$ cat config.mk
export PLATFORM = sky130hd
export DESIGN_NAME = apd_timer_all
export DESIGN_NICKNAME = d
export VERILOG_FILES = /design/src/rtl/apd_timer_all.sv
export SDC_FILE = /design/constraint.sdc
export NUM_CORES = 1
export LEC_CHECK = 0
export BUFFER_PORTS_ARGS = -buffer_cell sky130_fd_sc_hd__buf_2
export CAP_MARGIN = 15
export CORE_UTILIZATION = 50
export CTS_CLUSTER_DIAMETER = 80
export CTS_CLUSTER_SIZE = 24
export DETAILED_ROUTE_END_ITERATION = 10
export PLACE_DENSITY = 0.86
export SETUP_SLACK_MARGIN = 0.15
export SLEW_MARGIN = 20
export SYNTH_ARGS = -nofsm -noshare
export SYNTH_HDL_FRONTEND = slang
export SYNTH_SLANG_ARGS = --single-unit
$ cat constraint.sdc
create_clock -name clk -period 1.7 [get_ports clk]
set_input_delay 0.34 -clock clk [delete_from_list [all_inputs] [get_ports clk]]
set_output_delay 0.34 -clock clk [all_outputs]
set_load 0.01 [all_outputs]
$ cat src/rtl/apd_timer_all.sv
// apd_timer_all: 4-channel photon time-tagger emitting {wrap, delta_mask, strobe_mask, timestamp} records.
// Optional macro DELTA_CHANNELS_EN builds the per-channel level-change (delta) detectors.
module apd_timer_all #(
  parameter int unsigned TIMER_WIDTH    = 38,
  parameter logic [15:0] CTRL_ADDR      = 16'h0003,
  parameter logic [15:0] STROBE_EN_ADDR = 16'h0004,
  parameter logic [15:0] DELTA_EN_ADDR  = 16'h0005
) (
  input  logic                   clk,
  input  logic                   reset,
  input  logic [3:0]             strobe_in,
  input  logic [15:0]            reg_addr,
  input  logic [31:0]            reg_data,
  input  logic                   reg_wr,
  output logic                   record_rdy,
  output logic [TIMER_WIDTH+8:0] record
);

  logic [2:0]             r_ctrl;
  logic [3:0]             r_strobe_en;
  logic [TIMER_WIDTH-1:0] r_timer;
  logic                   r_wrap_pend;
  logic [3:0]             r_sync1, r_sync2, r_prev;
  logic                   r_st_vld, r_st_wrap;
  logic [3:0]             r_st_smask, r_st_dmask;
  logic [TIMER_WIDTH-1:0] r_st_ts;

  logic [3:0] w_rise, w_delta;
  logic       w_wrap_step, w_fire, w_unused;

`ifdef DELTA_CHANNELS_EN
  logic [3:0] r_delta_en;
  always_comb begin
    w_delta  = (r_sync2 ^ r_prev) & r_delta_en;
    w_unused = ^reg_data[31:4];
  end
`else
  always_comb begin
    w_delta  = '0;
    w_unused = ^{reg_data[31:4], reg_addr == DELTA_EN_ADDR};
  end
`endif

  // Wrap is flagged in the cycle the timer reads 0 after rolling over, so it lines up with
  // events detected in that same cycle and shares their record.
  always_comb begin
    w_rise      = r_sync2 & ~r_prev & r_strobe_en;
    w_wrap_step = (&r_timer) & r_ctrl[0] & ~r_ctrl[2];
    w_fire      = r_ctrl[1] & ((|w_rise) | (|w_delta) | r_wrap_pend);
  end

  always_ff @(posedge clk) begin
    if (reset) begin
      r_ctrl      <= '0;
      r_strobe_en <= '0;
`ifdef DELTA_CHANNELS_EN
      r_delta_en  <= '0;
`endif
      r_timer     <= '0;
      r_wrap_pend <= 1'b0;
      r_sync1     <= '0;
      r_sync2     <= '0;
      r_prev      <= '0;
      r_st_vld    <= 1'b0;
      r_st_wrap   <= 1'b0;
      r_st_smask  <= '0;
      r_st_dmask  <= '0;
      r_st_ts     <= '0;
      record_rdy  <= 1'b0;
      record      <= '0;
    end else begin
      if (reg_wr) begin
        if (reg_addr == CTRL_ADDR)      r_ctrl      <= reg_data[2:0];
        if (reg_addr == STROBE_EN_ADDR) r_strobe_en <= reg_data[3:0];
`ifdef DELTA_CHANNELS_EN
        if (reg_addr == DELTA_EN_ADDR)  r_delta_en  <= reg_data[3:0];
`endif
      end

      if (r_ctrl[2])      r_timer <= '0;
      else if (r_ctrl[0]) r_timer <= r_timer + TIMER_WIDTH'(1);
      r_wrap_pend <= w_wrap_step;

      r_sync1 <= strobe_in;
      r_sync2 <= r_sync1;
      r_prev  <= r_sync2;

      // Detection stage captures the timer of the detection cycle; output stage follows.
      r_st_vld <= w_fire;
      if (w_fire) begin
        r_st_wrap  <= r_wrap_pend;
        r_st_dmask <= w_delta;
        r_st_smask <= w_rise;
        r_st_ts    <= r_timer;
      end

      record_rdy <= r_st_vld;
      if (r_st_vld) record <= {r_st_wrap, r_st_dmask, r_st_smask, r_st_ts};
    end
  end

endmodule

## Word-level counts from Yosys, hierarchy flattened

Cells that the tools add are included.

| operators by class | value |
|---|---|
| reductions and logical operators | 5 |
| add/subtract/negate cells | 1 |
| bitwise operators | 8 |
| equality and inequality tests | 2 |

Operators by type and width:

| operator | number |
|---|---|
| $add A38 B1 Y38 const B | 1 |
| $reduce_and A38 Y1 | 1 |
| $eq A16 B2 Y1 const B | 1 |
| $eq A16 B3 Y1 const B | 1 |
| $and A4 B4 Y4 | 2 |
| $not A4 Y4 | 1 |
| $reduce_and A2 Y1 | 2 |
| $reduce_or A4 Y1 | 1 |
| $and A1 B1 Y1 | 3 |
| $reduce_or A2 Y1 | 1 |
| $not A1 Y1 | 1 |
| $or A1 B1 Y1 | 1 |

| storage, ports and cells | value |
|---|---|
| word-level logic and storage cells | 29 |
| bits in registers | 146 |
| bits of input ports | 55 |

## Longest topological paths before layout

Gate-level depths: netlist (run 1).

| logic depth | value |
|---|---|
| depth in word-level cells | 6 |
| mapped depth | 7 |
| mapped depth without buffers | 5 |

## Worst setup path before layout (run 1)

Ideal clock, no wire load.

| timing | value |
|---|---|
| path kind | reg-to-reg |
| start point | register r_timer[0] |
| end point | register r_timer[30] |
| setup time | 0.072 ns |
| cell stages (with the launch flop) | 8 |
| slack | -0.134 ns |
| arrival | 1.762 ns |
| cell sequence | dfxtp_1 -> ha_1 -> nand3_1 -> or3_1 -> buf_2 -> buf_6 -> nor4_1 -> mux2i_1 |

| on the way | value |
|---|---|
| word-level cells in the longest chain between the ends | 1 |

RTL lines:

| item | RTL line | source |
|---|---|---|
| from (decl) | 21 | `logic [TIMER_WIDTH-1:0] r_timer;` |
| from (signal assigned) | 81 | `else if (r_ctrl[0]) r_timer <= r_timer + TIMER_WIDTH'(1);` |
| $add A38 B1 Y38 | 81 |  |

No other way between the ends.
A chain may end at the register's enable or synchronous reset.

## Worst setup path after layout (run 1)

| timing | value |
|---|---|
| start point | register r_timer[10] |
| end point | register r_timer[22] |

Same word-level chain as after synthesis.

==> flow_summary.toml, run 1 <==
[layout]
areaGrowthSynthToFinish_pct = 32.5
fillCellCount = 777
drive_gt1_frac = 0.318
fin_nets = 804
diodes = 0

[global_routing]
grtUsageTotal = 0.219
grt_pass1_vias = 4747
grt_pass1_wl_um = 22000
antenna_found_initial = 0
grt_max_degree = 49
overflow = 0

[routing]
drtIter0Drc = 333
via_count = 5083
wl_per_cell_um = 17.2
wl_um = 15600
first_pass_iters = 8
drc = 3
routed_via_density = 5.62
detail-route-antenna-nets = 0

[worst_setup_path]
cp_top_family = "simple AND/OR/NAND/NOR gates"
worst-path-stages = 6
slowest_stage = "or4_1"
critical-path-max-stage-delay_ns = 0.53
rr_worst_depth = 6
setup.worst_path.start_class = "flop"
crit_type = "flop to flop"
endpoint_kind = "flop"
worstPathArrival_ns = 2.15
cp_max_fo = 5
worstPathRequired_ns = 2.04
cp_cell_sequence = "and4_4, nand4_1, buf_6, buf_12, or4_1, a21oi_1"
crit_buf_inv = 2

[power]
p_seq_frac = 0.474
p_leak_nw = 3.03
intPower_mw = 5.69
p_sw_mw = 1.56
power_frac_comb = 0.023
swShare = 0.216
vdd_ir_drop_max_uv = 559
power_frac_clock = 0.503
p_per_area_nw_per_um2 = 900

[floorplan]
die-height_um = 112
start_util = 0.523
die_x_um = 112
die-area_um2 = 12600
ios = 103
rows = 39
core_um2 = 11600

[synthesis]
netlist_area_um2 = 6080
yosysMostFrequentCell = "dfxtp_1"
synth_area_leaders = "dfxtp_1 (48%), mux2i_1 (15%), nand2b_1 (7.9%)"
async_reset_ff_frac = 0
synth_seq_cells = 146
synth_edf_count = 0
synth_warnings = 0
ys_types = 37
ys_seq_area_frac = 0.481
netlist_instances = 637
avgSynthCellArea_um2 = 9.54
yosys.area.top_type = "dfxtp_1"
yosysTopAreaCellShare = 0.481
synth-main-ff-cell = "dfxtp_1"
netlist_top_cells_count = "dfxtp_1 (146), mux2i_1 (93), nand2b_1 (77)"

[clock_network]
cts.sinks = 146
cts.htree.levels = 4
postCtsHoldBufs = 0
clock_path_buffers = 2
cts_root_buf = "clkbuf_16"
clock_latency_ns = 0.42
cts_buffers = 17
clk_pin_slew_ns = 0.06
cts_tree = "yes"

[place]
io_buffers = 70
dp_hpwl_um = 8260
finalWeightedCongestion = 0.811
post-place-ws_ns = -0.0965

[sta]
hold_viol = 0
rsz0062_at_grt = "true"
finalCriticalPeriod_ns = 1.81
worstMarginPinSlew_ns = 0.743
setup_viol = 12
drv_slew = 0
fin_crit_sh = 1.06
finClkSkew_ns = 0.00935
tns_ns = -0.756
max_freq_ghz = 0.553
relSlewSlack = 0.503
fin_ws_ns = -0.108
hold-worst-slack_ns = 0.133

[outcome]
status = "finished with violations"
violations = "design-rule violations, negative setup slack"

[min_path]
hold_path_class = "primary input to flop"
worstHoldPathCells = 2

[run]
cap_viol_max_count = 0
-- area by class of cell --
class | count | area [um2] | area share
multi-input cells | 442 | 3270 | 0.406
well taps | 143 | 179 | 0.0222
inverters | 7 | 26.3 | 0.00326
clock inverters | 14 | 140 | 0.0174
repair buffers | 134 | 1040 | 0.129
clock buffers | 18 | 439 | 0.0545
flip-flops and latches | 146 | 2960 | 0.367
-- cell families (layout without fill, tap and decap cells) --
kind of cell    count (synthesis)  count (layout)  share of synthesized area
simple gates                  279             280                      0.261
flops                         146             146                      0.481
mux                            93              93                      0.153
compound gates                 53              53                     0.0478
buf+inv                        53             173                     0.0389
xor+xnor                       11              11                     0.0159
fa+ha+maj                       1               1                    0.00206
other cells                     1               4                   0.000617
-- final timing paths --
check                           start                  endpoint  slack (ns)
max reg2reg  r_timer[10]$_SDFFE_PP0P_  r_timer[22]$_SDFFE_PP0P_       -0.11
min reg2reg     r_sync1[1]$_SDFF_PP0_     r_sync2[1]$_SDFF_PP0_        0.44
min                      strobe_in[2]     r_sync1[2]$_SDFF_PP0_        0.13
max          r_timer[10]$_SDFFE_PP0P_  r_timer[22]$_SDFFE_PP0P_       -0.11
-- power groups by stage --
stage                     registers [mW]  clock network [mW]  logic [mW]
after floorplan                     3.51                   0       0.114
after global placement              3.51                   0       0.152
after detailed placement            3.51                   0       0.159
after CTS                           3.44                3.65       0.160
after global routing                3.43                3.81       0.179
final                               3.44                3.65       0.166
-- metal layers --
layer  wire, um  part of all wire  GRT usage
met4        723             0.046      0.127
met3        749             0.048     0.0540
met1       6290              0.40      0.243
met2       7790              0.50      0.383
met5          0                 0          0
-- flip-flops by register name, summed over array words and instances, names as in the netlist --
signal / flops
record: 43
r_st_ts: 38
r_timer: 38
r_prev: 4
r_st_smask: 4
r_strobe_en: 4
r_sync1: 4
r_sync2: 4
r_ctrl: 3
r_st_vld: 1
r_st_wrap: 1
r_wrap_pend: 1
record_rdy: 1
-- what timing repair did --
item / 4_1_cts / 5_1_grt
gates cloned: 1 / 7
resized for setup: 31 / 41
setup buffers: 4 / 12
endpoints found under the setup margin: 43 / 48
pin swaps: 8 / 8
-- through the flow --
stage | power (mW) | std cells | utilization | cell area, um2
CTS | 7.25 | 885 | 0.657 | 7630
floorplan | 3.62 | 640 | - | 6230
finish | 7.25 | 904 | 0.693 | 8050
global route | 7.42 | 904 | 0.693 | 8050
detailed placement | 3.67 | 848 | 0.591 | 6870
global placement | 3.66 | 848 | 0.591 | 6870
-- cell usage in the layout, fill, tap and decap left out, drive strengths merged --
master    instances
and3b             3
and2              4
clkinvlp          5
mux2i            93
or2               4
nor2b            14
clkinv            7
o31ai            10
a21oi            26
nor3              1
xor2              4
nand3            18
inv               7
or4              11
clkbuf           24
and3              5
dfxtp           146
or3              19
xnor2             7
nand2            28
buf             128
conb              4
nand3b            2
or2b              2
nor4b             2
nand4             9
nand2b           77
nor2             60
o21ai            17
ha                1
nor4             16
bufinv            2
and4              5
No activity file was read; power rests on OpenSTA's default activity.
==> inputs of run 2 (changes only) <==
Settings changed: PLACE_DENSITY 0.86 to 0.75.
==> run 2 against run 1 <==
Compared with the run above: the flow still finishes with violations (design-rule violations, negative setup slack); count of clock-buffer cells in the layout up 4; total power down 6.8%; die area unchanged; combinational power about the same; utilization down 2.7 points; largest power group is now registers.
==> flow_summary.toml, run 2 (synthesized netlist as in run 1, its figures left out) <==
[outcome]
status = "finished with violations"
violations = "design-rule violations, negative setup slack"

[sta]
hold-worst-slack_ns = 0.140
finalCriticalPeriod_ns = 1.75
fin_ws_ns = -0.0492
hold_viol = 0
finClkSkew_ns = 0.00850
setup_viol = 4
max_freq_ghz = 0.572
tns_ns = -0.127
drv_slew = 0
relSlewSlack = 0.614
rsz0062_at_grt = "true"
fin_crit_sh = 1.03
worstMarginPinSlew_ns = 0.579

[worst_setup_path]
endpoint_kind = "flop"
worstPathArrival_ns = 2.09
cp_cell_sequence = "ha_4, nand3_2, or3_4, buf_8, or4_1, a21oi_1"
worstPathRequired_ns = 2.04
cp_max_fo = 11
critical-path-max-stage-delay_ns = 0.42
critPathLaunch = "r_timer[1]$_SDFFE_PP0P_"
crit_buf_inv = 1
r2r_start = "r_timer[1]$_SDFFE_PP0P_"
crit_type = "flop to flop"
setup.worst_path.start_class = "flop"
cp_top_family = "simple AND/OR/NAND/NOR gates"
slowest_stage = "or4_1"

[layout]
fin_util = 0.667
final_cell_mix = "dfxtp_1 (127), mux2i_1 (93), nand2b_1 (77)"
largest_register_ffs = 43
multi_input_area_um2 = 3250
layout_commonest_cell = "dfxtp_1"
diodes = 0
areaGrowthSynthToFinish_pct = 27.4
fillCellCount = 870
largestRegisters = "record (43), r_st_ts (38), r_timer (38)"
drive_gt1_frac = 0.282
fin_cells = 891
regArea_um2 = 2950
top_register = "record"
fin_nets = 793

[clock_network]
cts_buffers = 17
cts_root_buf = "clkbuf_16"
clk_pin_slew_ns = 0.06
clock_path_buffers = 2
cts.sinks = 146
postCtsHoldBufs = 0
cts.htree.levels = 4
cts_tree = "yes"
clock_latency_ns = 0.42

[routing]
via_count = 4773
detail-route-antenna-nets = 0
routed_via_density = 5.36
drc = 3
wl_um = 12500
first_pass_iters = 7
wl_per_cell_um = 14.1
drtIter0Drc = 155

[place]
finalWeightedCongestion = 0.841
post-place-ws_ns = -0.0961
dp.cells = 853
dp_hpwl_um = 8120
io_buffers = 70

[floorplan]
die-area_um2 = 12600
start_util = 0.523
rows = 39
die_x_um = 112
core_um2 = 11600
ios = 103
die-height_um = 112

[min_path]
hold_path_class = "primary input to flop"
worstHoldStart = "strobe_in[0]"

[global_routing]
grtUsageTotal = 0.209
overflow = 0
grt_pass1_wl_um = 21100
grt_pass1_vias = 4712
antenna_found_initial = 0
grt_max_degree = 42

[power]
p_leak_nw = 2.97
vdd_ir_drop_max_uv = 778
p_per_area_nw_per_um2 = 873

[run]
cap_viol_max_count = 0
-- run 2: changes by cell type in the layout (fill, tap and decap cells not counted), sizes merged --
cell / change
buf: -5
clkinvlp: -4
bufinv: -2
clkbuf: -2
-- run 2: final timing paths --
path,cells after the start,slack (ns),end
setup / recovery,6,-0.05,r_timer[24]$_SDFFE_PP0P_
hold / removal,2,0.14,r_sync1[0]$_SDFF_PP0_
setup reg to reg,6,-0.05,r_timer[24]$_SDFFE_PP0P_
hold reg to reg,1,0.43,r_sync2[1]$_SDFF_PP0_
-- run 2: worst register-to-register path, delay by kind of cell (launching register included) --
kind | cells | cell delay [ns]
and+or+nand+nor | 3 | 0.83
DFF | 1 | 0.38
adders and majority gates | 1 | 0.14
buffers and inverters | 1 | 0.16
AOI/OAI and AO/OA | 1 | 0.18
-- run 2: final cells by class --
| class | instances | share of cell area |
|---|---|---|
| clock buffers | 22 | 0.0574 |
| clock inverters | 8 | 0.00549 |
| inverters | 7 | 0.00339 |
| multi-input cells | 442 | 0.420 |
| flip-flops and latches | 146 | 0.381 |
| well taps | 143 | 0.0231 |
| repair buffers | 123 | 0.110 |
-- run 2: timing repair --
item                                    CTS  global route
cloned                                    1             0
resized for setup                        27            28
endpoints found under the setup margin   25            50
setup buffers                             4             3
pin swaps                                10             7
-- run 2: metrics by stage --
step / instance area, um2 / total power [mW]
after floorplan: 6230 / 3.62
after global placement: 6940 / 3.67
after global routing: 7740 / 6.99
after CTS: 7590 / 6.82
after detailed placement: 6940 / 3.68
final: 7740 / 6.76
-- run 2: report_power, final --
part	internal, mW	total, mW	switching, mW
Sequential	3.43	3.44	0.00560
Clock	1.82	3.15	1.33
Combinational	0.0793	0.169	0.0900
-- run 2: per-layer routing --
metal,global-route usage,part of all wire,vias up,routed length [um]
met1,0.250,0.44,2245,5560
met3,0.0578,0.046,28,578
li1,-,-,2393,-
met4,0.0978,0.022,0,273
met2,0.347,0.49,107,6120
met5,0,0,-,0
==> inputs of run 3 (changes only) <==
Settings changed: ABC_AREA set to 1.
==> run 3 against run 2 <==
Compared with the run above: the run ends with design-rule violations left; critical endpoint is now r_timer[26]$_SDFFE_PP0P_; total power rose by 8.1%; count of clock-buffer cells in the layout fell by 3; largest power group is now clock; maximum frequency rose by 17%; highest routed layer unchanged.
==> flow_summary.toml, run 3 <==
[outcome]
status = "finished with violations"
violations = "design-rule violations"

[synthesis]
synth_area_leaders = "dfxtp_1 (49%), nor2_1 (18%), nand2_1 (7.8%)"
avgSynthCellArea_um2 = 7.06
synth_seq_cells = 146
synth_edf_count = 0
synth-main-ff-cell = "dfxtp_1"
async_reset_ff_frac = 0
netlist_instances = 844
netlist_top_cells_count = "nor2_1 (286), dfxtp_1 (146), nand2_1 (124)"
yosysMostFrequentCell = "nor2_1"
yosysTopAreaCellShare = 0.491
yosys.area.top_type = "dfxtp_1"
ys_types = 32
ys_seq_area_frac = 0.491
synth_warnings = 0
netlist_area_um2 = 5950

[layout]
regArea_um2 = 2940
diodes = 0
fin_nets = 981
largest_register_ffs = 43
largestRegisters = "record (43), r_st_ts (38), r_timer (38)"
layout_commonest_cell = "nor2_1"
top_register = "record"
multi_input_area_um2 = 2690
final_cell_mix = "nor2_1 (282), dfxtp_1 (139), nand2_1 (118)"
drive_gt1_frac = 0.181
areaGrowthSynthToFinish_pct = 21.7
fillCellCount = 1022
design_area_um2 = 7250

[global_routing]
gr-usage-met3 = 0.0416
grt_max_degree = 65
use_met2 = 0.358
grtUsageMet1 = 0.290
grt_pass1_vias = 4742
busiest_layer = "met2"
grtUsageTotal = 0.220
overflow = 0
grt_pass1_wl_um = 22100
antenna_found_initial = 0

[routing]
drc = 10
via_count = 5460
routed_via_density = 5.05
drtIter0Drc = 480
detail-route-antenna-nets = 0
wl_per_cell_um = 12.6
wl_um = 13600
first_pass_iters = 8

[floorplan]
ios = 103
rows = 39
die_x_um = 111
die-height_um = 111
die-area_um2 = 12300
core_um2 = 11500
start_util = 0.517

[sta]
hold_viol = 0
drv_slew = 0
finalCriticalPeriod_ns = 1.49
fin_crit_sh = 0.877
max_freq_ghz = 0.671
setup_viol = 0
finClkSkew_ns = 0.00784
rsz0062_at_grt = "true"
tns_ns = 0

[clock_network]
clock_path_buffers = 2
postCtsHoldBufs = 0
cts_root_buf = "clkbuf_16"
cts.sinks = 146
clock_latency_ns = 0.42
cts.htree.levels = 4
cts_buffers = 17
cts_tree = "yes"
clk_pin_slew_ns = 0.06

[worst_setup_path]
worstPathArrival_ns = 1.80
setup.worst_path.start_class = "flop"
crit_type = "flop to flop"
endpoint_kind = "flop"
cp_max_fo = 6
worstPathRequired_ns = 2.01

[place]
finalWeightedCongestion = 0.900
io_buffers = 70
place_area_um2 = 6450
dp_hpwl_um = 8800

[power]
p_per_area_nw_per_um2 = 1010
p_leak_nw = 3.22
vdd_ir_drop_max_uv = 585

[min_path]
hold_path_class = "primary input to flop"

[run]
cap_viol_max_count = 0
[run 3: changes by cell type in the layout (fill, tap and decap cells not counted), moves of 12 or more]
cell      before  now
nor2_1        60  282
mux2i_1       93    0
nand2_1       27  118
nand2b_1      77    0
o21ai_0       14   89
inv_1          7   60
buf_4         43   18
or3_1         16    0
nor2b_1       14    1
nor4_4        13    0
dfxtp_1      127  139
[run 3: cells by family after synthesis]
family / Yosys count / synth area share
AO/OA/AOI/OAI: 120 / 0.103
XOR/XNOR: 3 / 0.00441
adder cells (fa/ha/maj): 1 / 0.00210
buffers and inverters: 101 / 0.0706
flip-flops: 146 / 0.491
other: 1 / 0.000630
AND/OR/NAND/NOR: 472 / 0.329
[run 3: cell type report]
type                       count  share of cell area
clock buffer                  19              0.0597
clock inverter                13              0.0219
inverter                      64              0.0335
multi-input combinational    601               0.371
sequential                   146               0.405
tap                          143              0.0247
timing repair buffer          95              0.0846
[run 3: final timing paths]
path                                         startpoint                  endpoint  slack (ns)  cells past startpoint
worst min-delay path                       strobe_in[2]     r_sync1[2]$_SDFF_PP0_        0.12                      3
worst min register to register    r_sync1[3]$_SDFF_PP0_     r_sync2[3]$_SDFF_PP0_        0.40                      2
worst max register to register  r_timer[1]$_SDFFE_PP0P_  r_timer[26]$_SDFFE_PP0P_        0.21                      8
worst max-delay path            r_timer[1]$_SDFFE_PP0P_  r_timer[26]$_SDFFE_PP0P_        0.21                      8
[run 3: repair_timing]
action	CTS	global route
endpoints found under the setup margin	8	60
cloned	1	1
gates resized for setup	2	26
pin swaps	1	9
buffers inserted	2	9
[run 3: critical path: stages, from the launching register on]
cell and delay [ns]:
dfxtp_4 0.37, ha_4 0.15, nand2_2 0.08, nor2_4 0.18, nand2_4 0.09, nor2_4 0.24
nand3_4 0.10, o21ai_1 0.13, nor2_1 0.05
[run 3: metal layers]
layer,vias to the layer above,wire length (um)
met5,-,0
met3,21,640
met4,0,238
li1,2795,-
met2,151,6370
met1,2493,6340
[run 3: stage by stage]
stage                util  hold slack, ns  power, mW  instances  setup WS [ns]
floorplan               -           0.388       3.61        847          0.245
global placement    0.560           0.391       3.66       1036          0.138
detailed placement  0.560           0.396       3.66       1036         0.0736
CTS                 0.614           0.116       7.36       1071          0.179
global route        0.630           0.126       7.53       1081          0.131
finish              0.630           0.119       7.31       1081          0.209
[run 3: power by group]
group / internal, mW / switching (mW) / total [mW]
Combinational: 0.0579 / 0.0960 / 0.154
Sequential: 3.43 / 0.00376 / 3.43
Clock: 2.31 / 1.42 / 3.72
